**src/rtl/st_c2h_qsched_pkg.sv**
```systemverilog
// st_c2h_qsched shared types and helpers.
// Scheduler states, credit width and per-packet credit need.
package st_c2h_pkg;

  localparam int CRED_W = 16;

  typedef enum logic [1:0] {
    SM_ARB   = 2'd0,
    SM_ISSUE = 2'd1,
    SM_WAIT  = 2'd2
  } sched_state_e;

  // Descriptors one packet consumes: ceil(size / 2^bl), min 1.
  function automatic logic [CRED_W-1:0] calc_need(
    input logic [15:0] size,
    input logic [3:0]  bl
  );
    logic [15:0] mask;
    logic [15:0] whole;
    mask  = (16'd1 << bl) - 16'd1;
    whole = size >> bl;
    if (size == 16'd0) return CRED_W'(1);
    return CRED_W'(whole) + CRED_W'(|(size & mask));
  endfunction

endpackage

```
**src/rtl/st_c2h_qsched_if.sv**
```systemverilog
// Command handshake between scheduler and C2H generator.
// Master issues commands, slave accepts and reports done.
interface st_c2h_qsched_if #(
  parameter int QID_W       = 2,
  parameter int TM_DSC_BITS = 16
);
  logic                   cmd_valid;
  logic                   cmd_ready;
  logic [QID_W-1:0]       cmd_qid;
  logic [15:0]            cmd_txr_size;
  logic [TM_DSC_BITS-1:0] cmd_credits;
  logic                   pkt_done;

  modport master (
    output cmd_valid, cmd_qid, cmd_txr_size, cmd_credits,
    input  cmd_ready, pkt_done
  );

  modport slave (
    input  cmd_valid, cmd_qid, cmd_txr_size, cmd_credits,
    output cmd_ready, pkt_done
  );
endinterface

```
**src/rtl/st_c2h_qsched_rr_arb.sv**
```systemverilog
// Round-robin picker over NUM_Q eligibility bits.
// Lowest offset from rr_ptr (wrapping) wins.
module st_c2h_rr_arb #(
  parameter int NUM_Q = 4,
  parameter int QID_W = $clog2(NUM_Q)
) (
  input  logic [NUM_Q-1:0] elig,
  input  logic [QID_W-1:0] rr_ptr,
  output logic             grant_valid,
  output logic [QID_W-1:0] grant_qid
);

  int idx;

  // Scan from farthest offset down so the nearest one is kept.
  always_comb begin
    grant_valid = 1'b0;
    grant_qid   = '0;
    idx         = 0;
    for (int i = NUM_Q - 1; i >= 0; i--) begin
      idx = int'(rr_ptr) + i;
      if (idx >= NUM_Q) idx = idx - NUM_Q;
      if (elig[idx]) begin
        grant_valid = 1'b1;
        grant_qid   = QID_W'(idx);
      end
    end
  end

endmodule

```
**src/rtl/st_c2h_qsched.sv**
```systemverilog
// Per-queue C2H packet scheduler, one packet in flight.
// Credit-gated round robin feeding the stream generator.
module st_c2h_qsched
  import st_c2h_pkg::*;
#(
  parameter int NUM_Q       = 4,
  parameter int QID_W       = $clog2(NUM_Q),
  parameter int TM_DSC_BITS = CRED_W
) (
  input  logic                   axi_aclk,
  input  logic                   axi_aresetn,
  input  logic                   cfg_wr,
  input  logic [QID_W-1:0]       cfg_qid,
  input  logic [10:0]            cfg_num_pkt,
  input  logic [15:0]            cfg_txr_size,
  input  logic [3:0]             buf_log2,
  input  logic                   credit_updt,
  input  logic [QID_W-1:0]       credit_qid,
  input  logic [TM_DSC_BITS-1:0] credit_in,
  st_c2h_qsched_if.master        cmd,
  output logic [NUM_Q-1:0]       q_pending,
  output logic                   sched_idle,
  output logic                   err_ovf
);

  localparam int SW = TM_DSC_BITS + 2;
  localparam logic [TM_DSC_BITS-1:0] CMAX = '1;

  sched_state_e state_q, state_d;
  logic [QID_W-1:0] rr_q, rr_d;
  logic [QID_W-1:0] cmd_qid_q, cmd_qid_d;
  logic [15:0] cmd_size_q, cmd_size_d;
  logic [TM_DSC_BITS-1:0] cmd_cred_q, cmd_cred_d;
  logic err_ovf_q, err_ovf_d;

  logic [10:0] pend_q [NUM_Q];
  logic [10:0] pend_d [NUM_Q];
  logic [15:0] size_q [NUM_Q];
  logic [15:0] size_d [NUM_Q];
  logic [TM_DSC_BITS-1:0] cred_q [NUM_Q];
  logic [TM_DSC_BITS-1:0] cred_d [NUM_Q];
  logic [TM_DSC_BITS-1:0] need_w [NUM_Q];
  logic [SW-1:0] sum_w [NUM_Q];

  logic [NUM_Q-1:0] elig;
  logic grant_valid;
  logic [QID_W-1:0] grant_qid;
  logic hs;

  for (genvar g = 0; g < NUM_Q; g++) begin : g_q
    assign need_w[g] = TM_DSC_BITS'(calc_need(size_q[g], buf_log2));
    assign q_pending[g] = (pend_q[g] != 11'd0);
    assign elig[g] = q_pending[g] && (cred_q[g] >= need_w[g]);
  end

  st_c2h_rr_arb #(
    .NUM_Q (NUM_Q),
    .QID_W (QID_W)
  ) u_arb (
    .elig        (elig),
    .rr_ptr      (rr_q),
    .grant_valid (grant_valid),
    .grant_qid   (grant_qid)
  );

  assign hs = (state_q == SM_ISSUE) && cmd.cmd_ready;

  assign cmd.cmd_valid    = (state_q == SM_ISSUE);
  assign cmd.cmd_qid      = cmd_qid_q;
  assign cmd.cmd_txr_size = cmd_size_q;
  assign cmd.cmd_credits  = cmd_cred_q;
  assign sched_idle = (state_q == SM_ARB) && (q_pending == '0);
  assign err_ovf    = err_ovf_q;

  // Scheduler FSM: arbitrate, hold command, wait for tlast.
  always_comb begin
    state_d    = state_q;
    rr_d       = rr_q;
    cmd_qid_d  = cmd_qid_q;
    cmd_size_d = cmd_size_q;
    cmd_cred_d = cmd_cred_q;
    unique case (state_q)
      SM_ARB: begin
        if (grant_valid) begin
          cmd_qid_d  = grant_qid;
          cmd_size_d = size_q[grant_qid];
          cmd_cred_d = need_w[grant_qid];
          rr_d = (grant_qid == QID_W'(NUM_Q - 1)) ? '0
               : grant_qid + 1'b1;
          state_d = SM_ISSUE;
        end
      end
      SM_ISSUE: begin
        if (cmd.cmd_ready) state_d = SM_WAIT;
      end
      SM_WAIT: begin
        if (cmd.pkt_done) state_d = SM_ARB;
      end
      default: state_d = SM_ARB;
    endcase
  end

  // Per-queue credit, pending and size updates.
  always_comb begin
    err_ovf_d = err_ovf_q;
    for (int q = 0; q < NUM_Q; q++) begin
      sum_w[q] = {2'b00, cred_q[q]};
      if (credit_updt && credit_qid == QID_W'(q))
        sum_w[q] = sum_w[q] + {2'b00, credit_in};
      if (hs && cmd_qid_q == QID_W'(q))
        sum_w[q] = sum_w[q] - {2'b00, cmd_cred_q};
      if (sum_w[q][SW-1:TM_DSC_BITS] != 2'b00) begin
        cred_d[q] = CMAX;
        err_ovf_d = 1'b1;
      end else begin
        cred_d[q] = sum_w[q][TM_DSC_BITS-1:0];
      end
      pend_d[q] = pend_q[q];
      size_d[q] = size_q[q];
      if (hs && cmd_qid_q == QID_W'(q))
        pend_d[q] = pend_q[q] - 11'd1;
      if (cfg_wr && cfg_qid == QID_W'(q)) begin
        pend_d[q] = cfg_num_pkt;
        size_d[q] = cfg_txr_size;
      end
    end
  end

  // State and command registers.
  always_ff @(posedge axi_aclk or negedge axi_aresetn) begin
    if (!axi_aresetn) begin
      state_q    <= SM_ARB;
      rr_q       <= '0;
      cmd_qid_q  <= '0;
      cmd_size_q <= '0;
      cmd_cred_q <= '0;
      err_ovf_q  <= 1'b0;
    end else begin
      state_q    <= state_d;
      rr_q       <= rr_d;
      cmd_qid_q  <= cmd_qid_d;
      cmd_size_q <= cmd_size_d;
      cmd_cred_q <= cmd_cred_d;
      err_ovf_q  <= err_ovf_d;
    end
  end

  // Per-queue register arrays.
  always_ff @(posedge axi_aclk or negedge axi_aresetn) begin
    if (!axi_aresetn) begin
      for (int q = 0; q < NUM_Q; q++) begin
        pend_q[q] <= '0;
        size_q[q] <= '0;
        cred_q[q] <= '0;
      end
    end else begin
      for (int q = 0; q < NUM_Q; q++) begin
        pend_q[q] <= pend_d[q];
        size_q[q] <= size_d[q];
        cred_q[q] <= cred_d[q];
      end
    end
  end

endmodule
```
**src/flat_wrapper.sv**
```systemverilog
// flat-port wrapper written by rule: the top's interface ports become plain ports
module st_c2h_qsched_flat import st_c2h_pkg::*;
#(
  parameter int NUM_Q       = 4,
  parameter int QID_W       = $clog2(NUM_Q),
  parameter int TM_DSC_BITS = CRED_W
)
  (axi_aclk, axi_aresetn, cfg_wr, cfg_qid, cfg_num_pkt, cfg_txr_size, buf_log2, credit_updt, credit_qid, credit_in, q_pending, sched_idle, err_ovf, cmd_cmd_valid, cmd_cmd_qid, cmd_cmd_txr_size, cmd_cmd_credits, cmd_cmd_ready, cmd_pkt_done);
  st_c2h_qsched_if #(.QID_W(QID_W), .TM_DSC_BITS(TM_DSC_BITS)) cmd_i ();
  input  logic axi_aclk;
  input  logic axi_aresetn;
  input  logic cfg_wr;
  input  logic [QID_W-1:0] cfg_qid;
  input  logic [10:0] cfg_num_pkt;
  input  logic [15:0] cfg_txr_size;
  input  logic [3:0] buf_log2;
  input  logic credit_updt;
  input  logic [QID_W-1:0] credit_qid;
  input  logic [TM_DSC_BITS-1:0] credit_in;
  output logic [NUM_Q-1:0] q_pending;
  output logic sched_idle;
  output logic err_ovf;
  output wire logic [$bits(cmd_i.cmd_valid)-1:0] cmd_cmd_valid;
  output wire logic [$bits(cmd_i.cmd_qid)-1:0] cmd_cmd_qid;
  output wire logic [$bits(cmd_i.cmd_txr_size)-1:0] cmd_cmd_txr_size;
  output wire logic [$bits(cmd_i.cmd_credits)-1:0] cmd_cmd_credits;
  input wire logic [$bits(cmd_i.cmd_ready)-1:0] cmd_cmd_ready;
  input wire logic [$bits(cmd_i.pkt_done)-1:0] cmd_pkt_done;
  assign cmd_cmd_valid = cmd_i.cmd_valid;
  assign cmd_cmd_qid = cmd_i.cmd_qid;
  assign cmd_cmd_txr_size = cmd_i.cmd_txr_size;
  assign cmd_cmd_credits = cmd_i.cmd_credits;
  assign cmd_i.cmd_ready = cmd_cmd_ready;
  assign cmd_i.pkt_done = cmd_pkt_done;
  st_c2h_qsched #(.NUM_Q(NUM_Q), .QID_W(QID_W), .TM_DSC_BITS(TM_DSC_BITS)) u_core (.axi_aclk(axi_aclk), .axi_aresetn(axi_aresetn), .cfg_wr(cfg_wr), .cfg_qid(cfg_qid), .cfg_num_pkt(cfg_num_pkt), .cfg_txr_size(cfg_txr_size), .buf_log2(buf_log2), .credit_updt(credit_updt), .credit_qid(credit_qid), .credit_in(credit_in), .cmd(cmd_i), .q_pending(q_pending), .sched_idle(sched_idle), .err_ovf(err_ovf));
endmodule
```
**config.mk**
```make
export PLATFORM = sky130hd
export DESIGN_NAME = st_c2h_qsched_flat
export DESIGN_NICKNAME = d
export VERILOG_FILES = /design/src/rtl/st_c2h_qsched_pkg.sv /design/src/rtl/st_c2h_qsched_if.sv /design/src/rtl/st_c2h_qsched_rr_arb.sv /design/src/rtl/st_c2h_qsched.sv /design/src/flat_wrapper.sv
export SDC_FILE = /design/constraint.sdc
export NUM_CORES = 1
export LEC_CHECK = 0
export CORE_MARGIN = 2
export CORE_UTILIZATION = 57
export CTS_CLUSTER_DIAMETER = 30
export DETAILED_ROUTE_END_ITERATION = 10
export HOLD_SLACK_MARGIN = 0.12
export PLACE_DENSITY_LB_ADDON = 0.25
export REMOVE_ABC_BUFFERS = 1
export SKIP_CTS_REPAIR_TIMING = 1
export SLEW_MARGIN = 20
export SYNTH_ARGS = -nofsm -noshare
export SYNTH_HDL_FRONTEND = slang
export SYNTH_SLANG_ARGS = --single-unit
```
**constraint.sdc**
```tcl
create_clock -name axi_aclk -period 5.5 [get_ports axi_aclk]
set_input_delay 1.1 -clock axi_aclk [delete_from_list [all_inputs] [get_ports axi_aclk]]
set_output_delay 1.1 -clock axi_aclk [all_outputs]
set_load 0.02 [all_outputs]
```
== Word level (Yosys, flattened, before mapping) ==
Cells that the tools add are included.

* Register bits after elaboration: 211
* Bits of input ports: 57
* Output and inout bits: 41
* Logic and storage cells: 198

* Add/subtract/negate cells: 25
* Magnitude comparators: 13
* Equality and inequality tests: 15
* Shift operators: 5
* Muxes and demuxes: 71
* Bitwise operators: 5
* Reductions and logical operators: 46

{| class="wikitable"
|+ Operators with widths
! cell !! count
|-
| 2-to-1 mux 16 bit || 16
|-
| 2-to-1 mux 18 bit || 8
|-
| < comparator 32 x 4 -> 1 bit (second input constant) || 4
|-
| 2-to-1 mux 32 bit || 4
|-
| 2-to-1 mux 11 bit || 8
|-
| subtractor 18 x 16 -> 18 bit || 4
|-
| adder 16 x 16 -> 17 bit || 4
|-
| adder 16 x 1 -> 16 bit || 4
|-
| bitwise AND 16 bit || 4
|-
| binary-select mux 16 bit (select 2 bit) || 2
|-
| greater-or-equal comparator 16 bit || 4
|-
| zero test 16 bit || 4
|-
| OR reduction 16 bit || 4
|-
| right shift 16 x 4 -> 16 bit || 4
|-
| nonzero test 11 bit || 4
|-
| subtractor 11 x 1 -> 11 bit (second input constant) || 4
|-
| greater-or-equal comparator 32 x 4 -> 1 bit (second input constant) || 1
|-
| subtractor 32 x 4 -> 32 bit (second input constant) || 1
|-
| 2-to-1 mux 1 bit || 20
|-
| logical AND 1 bit || 18
|-
| == test 2 bit (second input constant) || 8
|-
| 2-to-1 mux 2 bit || 8
|-
| nonzero test 2 bit || 8
|-
| << shifter 1 x 4 -> 16 bit (first input constant) || 1
|-
| other kinds (19) || 33
|}

== Longest topological paths before layout ==
* Depth after elaboration: 19
* Mapped depth: 36

== Cells and area by module ==
A second synthesis with hierarchy kept.

* Cells, all modules: 2572
* Area, all modules: 22220.1 um^2

{| class="wikitable"
|+ By module, submodules not included
! module !! instances !! cells an instance !! area each (um^2)
|-
| st_c2h_qsched || 1 || 2559 || 22142.5
|-
| st_c2h_rr_arb || 1 || 13 || 77.6
|}

== Worst setup path after synthesis ==
No wires, ideal clock.

* Kind: input to register
* From: input port buf_log2[1]
* To: register u_core.cmd_size_q[6], in the netlist u_core.cmd.cmd_txr_size[6]
* Library setup time: 0.087 ns
* Data arrival time: 7.414 ns
* Data required time: 5.413 ns
* Slack: -2.001 ns
* Stages on the path: 31
* Path buffers: 9
* Cell sequence: buf_4 -> buf_6 -> buf_6 -> buf_4 -> buf_2 -> buf_1 -> nor3_1 -> inv_1 -> ha_1 -> clkbuf_1 -> buf_1 -> nand3b_1 -> o21ai_0 -> a221oi_1 -> nand3_1 -> ha_1 -> and4_4 -> a31oi_4 -> nor3_2 -> and3_1 -> or4_4 -> ha_1 -> nand4_1 -> or3_1 -> o2111ai_1 -> nand2_1 -> o2111ai_1 -> clkbuf_1 -> nand3_1 -> a211o_1 -> o211ai_1

* Word-level cells in the longest chain between the ends: 19

{| class="wikitable"
|+ RTL lines
! what !! RTL line !! text
|-
| start: declaration || flat_wrapper.sv:16 || <nowiki>input logic [3:0] buf_log2;</nowiki>
|-
| << shifter 1 x 4 -> 16 bit || st_c2h_qsched_pkg.sv:20 || <nowiki>mask = (16'd1 << bl) - 16'd1;</nowiki>
|-
| subtractor 16 x 1 -> 16 bit || st_c2h_qsched_pkg.sv:20 ||
|-
| bitwise AND 16 bit || st_c2h_qsched_pkg.sv:23 || <nowiki>return CRED_W'(whole) + CRED_W'(|(size & mask));</nowiki>
|-
| OR reduction 16 bit || st_c2h_qsched_pkg.sv:23 ||
|-
| adder 16 x 1 -> 16 bit || st_c2h_qsched_pkg.sv:23 ||
|-
| 2-to-1 mux 16 bit || st_c2h_qsched_pkg.sv:23 ||
|-
| greater-or-equal comparator 16 bit || st_c2h_qsched.sv:53 || <nowiki>assign elig[g] = q_pending[g] && (cred_q[g] >= need_w[g]);</nowiki>
|-
| logical AND 1 bit || st_c2h_qsched.sv:53 ||
|-
| binary-select mux 1 bit (select 2 bit) || st_c2h_qsched_rr_arb.sv:23 || <nowiki>if (elig[idx]) begin</nowiki>
|-
| 2-to-1 mux 1 bit (implied by the code) (2 in series) || st_c2h_qsched_rr_arb.sv:23 ||
|-
| 2-to-1 mux 2 bit (4 in series) || st_c2h_qsched_rr_arb.sv:23 ||
|-
| inverter 2 -> 3 bit (implied by the code) || st_c2h_qsched.sv:86 || <nowiki>cmd_size_d = size_q[grant_qid];</nowiki>
|-
| binary-select mux 16 bit (select 2 bit) || st_c2h_qsched.sv:86 ||
|-
| 2-to-1 mux 16 bit (implied by the code) (2 in series) || st_c2h_qsched.sv:86 ||
|-
| end signal: assignment || st_c2h_qsched.sv:142 || <nowiki>cmd_size_q <= cmd_size_d;</nowiki>
|-
| end: declaration || st_c2h_qsched.sv:32 || <nowiki>logic [15:0] cmd_size_q, cmd_size_d;</nowiki>
|}

Parallel ways exist; a longest one is shown, timed or not. The select of a mux whose other input is x is not followed.
A chain may end at the register's enable or synchronous reset.

== Worst setup path in the final report ==
* From: input port buf_log2[3]
* To: register u_core.cmd_cred_q[4], in the netlist u_core.cmd.cmd_credits[4]

* Word-level cells in the longest chain between the ends: 19

{| class="wikitable"
|+ RTL lines
! what !! RTL line !! text
|-
| << shifter 1 x 4 -> 16 bit || st_c2h_qsched_pkg.sv:20 ||
|-
| subtractor 16 x 1 -> 16 bit || st_c2h_qsched_pkg.sv:20 ||
|-
| bitwise AND 16 bit || st_c2h_qsched_pkg.sv:23 ||
|-
| OR reduction 16 bit || st_c2h_qsched_pkg.sv:23 ||
|-
| adder 16 x 1 -> 16 bit || st_c2h_qsched_pkg.sv:23 ||
|-
| 2-to-1 mux 16 bit || st_c2h_qsched_pkg.sv:23 ||
|-
| greater-or-equal comparator 16 bit || st_c2h_qsched.sv:53 ||
|-
| logical AND 1 bit || st_c2h_qsched.sv:53 ||
|-
| binary-select mux 1 bit (select 2 bit) || st_c2h_qsched_rr_arb.sv:23 ||
|-
| 2-to-1 mux 1 bit (implied by the code) (2 in series) || st_c2h_qsched_rr_arb.sv:23 ||
|-
| 2-to-1 mux 2 bit (4 in series) || st_c2h_qsched_rr_arb.sv:23 ||
|-
| inverter 2 -> 3 bit (implied by the code) || st_c2h_qsched.sv:87 || <nowiki>cmd_cred_d = need_w[grant_qid];</nowiki>
|-
| binary-select mux 16 bit (select 2 bit) || st_c2h_qsched.sv:87 ||
|-
| 2-to-1 mux 16 bit (implied by the code) (2 in series) || st_c2h_qsched.sv:87 ||
|-
| end signal: assignment || st_c2h_qsched.sv:143 || <nowiki>cmd_cred_q <= cmd_cred_d;</nowiki>
|-
| end: declaration || st_c2h_qsched.sv:33 || <nowiki>logic [TM_DSC_BITS-1:0] cmd_cred_q, cmd_cred_d;</nowiki>
|}

Parallel ways exist; a longest one is shown, timed or not. The select of a mux whose other input is x is not followed.

==> flow_metrics.py <==
metrics = {
    "place": {
        "placed_area_um2": 26980,
        "hpwl_um": 64190,
        "port_buffers": 97,
        "gp_congestion": 1.002,
    },
    "cts": {
        "root_buffer": "clkbuf_16",
        "clk_pin_slew_ns": 0.04,
        "cts_max_path_buffers": 3,
        "clkSinkCount": 211,
        "htree_levels": 2,
        "tritoncts": "done",
        "cts_inserted_buffers": 58,
        "insertion_delay_ns": 0.60,
    },
    "synthesis": {
        "yosysSeqAreaShare": 0.2346,
        "syn_avg_cell_area_um2": 8.578,
        "synth_edf_count": 0,
        "synth_warnings": 0,
        "synth_top_area_share": 0.2346,
        "synthFlopType": "dfrtp_1",
        "synthCells": 2624,
        "netlist_area_um2": 22510,
        "synthArstFlopShare": 1.000,
        "synth_cell_types": 104,
        "synth_seq_cells": 211,
        "yosysTopAreaCell": "dfrtp_1",
        "yosys-top-cells-area": "dfrtp_1 23%, ha_1 11%, nand2_1 5.2%",
    },
    "sta": {
        "fmax_mhz": 165.5,
        "fin_crit_sh": 1.099,
        "slew_viol_final": 0,
        "setup_viol": 37,
        "clock_skew_ns": 0.02196,
        "fin_ws_ns": -0.5419,
        "rsz0062_at_grt": "true",
        "slew_headroom": 0.3672,
        "worst_slew_pin_slew_ns": 0.9413,
        "finalCriticalPeriod_ns": 6.042,
        "finalHoldViolations": 0,
    },
    "pwr": {
        "power_density_nw_per_um2": 642.3,
        "power_leakage_uw": 0.01308,
        "peakVddDrop_v": 0.0004843,
        "finalPower_uw": 19220,
    },
    "global_route": {
        "use_met2": 0.6622,
        "met3_usage": 0.07127,
        "grt_pass1_wl_um": 131400,
        "grt_usage": 0.4116,
        "grt-ovfl-total": 0,
        "use_met1": 0.5083,
        "gr-max-usage-layer": "met2",
        "grt_max_degree": 122,
        "grt_pass1_vias": 23400,
        "antenna_found_initial": 1,
    },
    "critical_path": {
        "r2r-end": "u_core.cmd.cmd_credits[4]$_DFFE_PN0P_",
        "cp-end-kind": "flop",
        "start_kind": "input pin",
        "r2r.worst_path.cells": 26,
        "cp.arrival_ns": 6.55,
        "timing.critical_path.fanout_max": 6,
        "worst_path_most_repeated_cell": "buf_6",
        "worstPathRequired_ns": 6.01,
        "worstSetupPathType": "in2reg",
        "path_depth": 31,
        "crit_buf_inv": 9,
        "critPathMaxStageDelay_ns": 0.45,
        "rrSetupSlack_ns": 0.25,
        "crit_family": "compound AO/OA/AOI/OAI gates",
        "crit_slowest_cell": "a311o_2",
        "r2r_start": "u_core.size_q[23]$_DFFE_PN0P_",
    },
    "floorplan": {
        "die_w_um": 202.7,
        "fp.coreArea_um2": 38830,
        "row_count": 72,
        "die_y_um": 202.7,
        "start_util": 0.5797,
        "dieArea_um2": 41100,
        "ios": 98,
    },
    "routing": {
        "drc": 0,
        "first_iter_violations": 2556,
        "viasPerCell": 6.565,
        "wirelength_um": 87100,
        "dr.pass1.iters": 6,
        "antenna_left": 0,
        "via_count": 24140,
        "wl_per_cell_um": 23.69,
    },
    "run": {
        "maxCapViolCount": 0,
    },
    "finish": {
        "layout_common_cells": "430 x buf_4, 305 x nand2_1, 211 x dfrtp_1, 196 x ha_1, 176 x nor2_1",
        "final_nets": 3382,
        "n_antenna_cell": 0,
        "layout_commonest_cell": "buf_4",
        "fill_cells": 2713,
        "area_growth_pct": 32.93,
        "fin_area_um2": 29920,
        "layout-drive-gt1-share": 0.2716,
    },
    "run_status": {
        "violations": "setup timing",
        "status": "complete, but fails checks",
    },
    "hold_path": {
        "min_path_type": "in2async",
    },
}
## worst reg2reg max path: stages, from the launching register on
cell	delay, ns
dfrtp_1	0.45
a211o_1	0.31
a222oi_1	0.22
nand3_1	0.15
a221oi_2	0.21
nand3_1	0.13
ha_2	0.23
and4_4	0.20
a31oi_4	0.16
buf_6	0.13
buf_4	0.11
nor2_1	0.05
and3_1	0.18
xnor2_2	0.16
ha_1	0.30
nand2_1	0.08
or3_1	0.35
o2111ai_1	0.20
buf_4	0.17
nand2_4	0.07
buf_6	0.12
a311o_2	0.45
buf_6	0.15
a31oi_4	0.19
buf_6	0.15
o21ai_0	0.14
o221ai_2	0.10
## registers in the layout, indices dropped and copies added (netlist names)
register,cells
u_core.cmd.cmd_credits,16
u_core.cmd.cmd_qid,2
u_core.cmd.cmd_txr_size,16
u_core.cred_q,64
u_core.err_ovf,1
u_core.pend_q,44
u_core.rr_q,2
u_core.size_q,64
u_core.state_q,2
## metal layers
metal,routed length (µm),part of all wire
met1,32500,0.37
met2,39290,0.45
met3,8193,0.094
met4,7108,0.082
met5,9,0.00010
## cell families (layout without fill, tap and decap cells)
group,count (synthesis),after routing,share of synthesized area
and+or+nand+nor,912,912,0.1963
AOI/OAI and AO/OA,674,674,0.1994
muxes,226,226,0.1380
adders and majority gates,214,214,0.1216
DFF,211,211,0.2346
buffers and inverters,210,745,0.04080
xor gates and xnor gates,177,177,0.06920
## area by class of cell
type / count / area [µm²] / share of cell area
clock buffers: 77 / 1644 / 0.05494
clock inverters: 31 / 362.8 / 0.01213
well taps: 518 / 648.1 / 0.02166
multi-input cells: 2203 / 16880 / 0.5641
inverters: 74 / 282.8 / 0.009450
flip-flops and latches: 211 / 5280 / 0.1765
repair buffers: 563 / 4825 / 0.1612
## through the flow
step | hold WS, ns | setup TNS, ns | util | std cells | worst slack, ns
floorplan | 0.4804 | -91.33 | - | 2488 | -2.572
global placement | 0.4879 | -81.40 | 0.6948 | 3542 | -1.676
detailed placement | 0.4936 | -92.83 | 0.6950 | 3542 | -1.825
CTS | 0.5084 | -42.77 | 0.7466 | 3650 | -1.242
global route | 0.3686 | -24.81 | 0.7707 | 3677 | -0.7557
finish | 0.3511 | -16.28 | 0.7707 | 3677 | -0.5419
## Yosys cell counts, types with 39 or more instances
cell type,number
o21ai_0,154
mux2i_1,70
inv_1,71
mux4_2,40
nor2_1,180
dfrtp_1,211
xor2_1,60
o211ai_1,59
a21o_1,39
nand3_1,83
xnor2_1,116
ha_1,206
mux2_2,101
clkbuf_1,85
a21oi_1,160
nand2_1,312
nor3_1,74
## power by group
part	leakage (µW)	switching, µW	internal, µW	total (µW)
Clock	0.000977	1070	2400	3470
Sequential	0.00249	893	2130	3030
Combinational	0.00961	6640	6080	12700
Total	0.0131	8610	10600	19200
## how the worst max path moves through the flow
stage	from	end	slack (ns)
2_1_floorplan	buf_log2[2]	u_core.cmd.cmd_credits[15]$_DFFE_PN0P_	-2.57
3_3_place_gp	buf_log2[2]	u_core.cmd.cmd_txr_size[7]$_DFFE_PN0P_	-1.68
3_5_place_dp	buf_log2[2]	u_core.cmd.cmd_credits[8]$_DFFE_PN0P_	-1.83
4_1_cts	buf_log2[2]	u_core.cmd.cmd_credits[8]$_DFFE_PN0P_	-1.24
5_1_grt	buf_log2[3]	u_core.cmd.cmd_credits[10]$_DFFE_PN0P_	-0.76
6_report	buf_log2[3]	u_core.cmd.cmd_credits[4]$_DFFE_PN0P_	-0.54
Note: power is estimated with default switching activity, not from simulation.
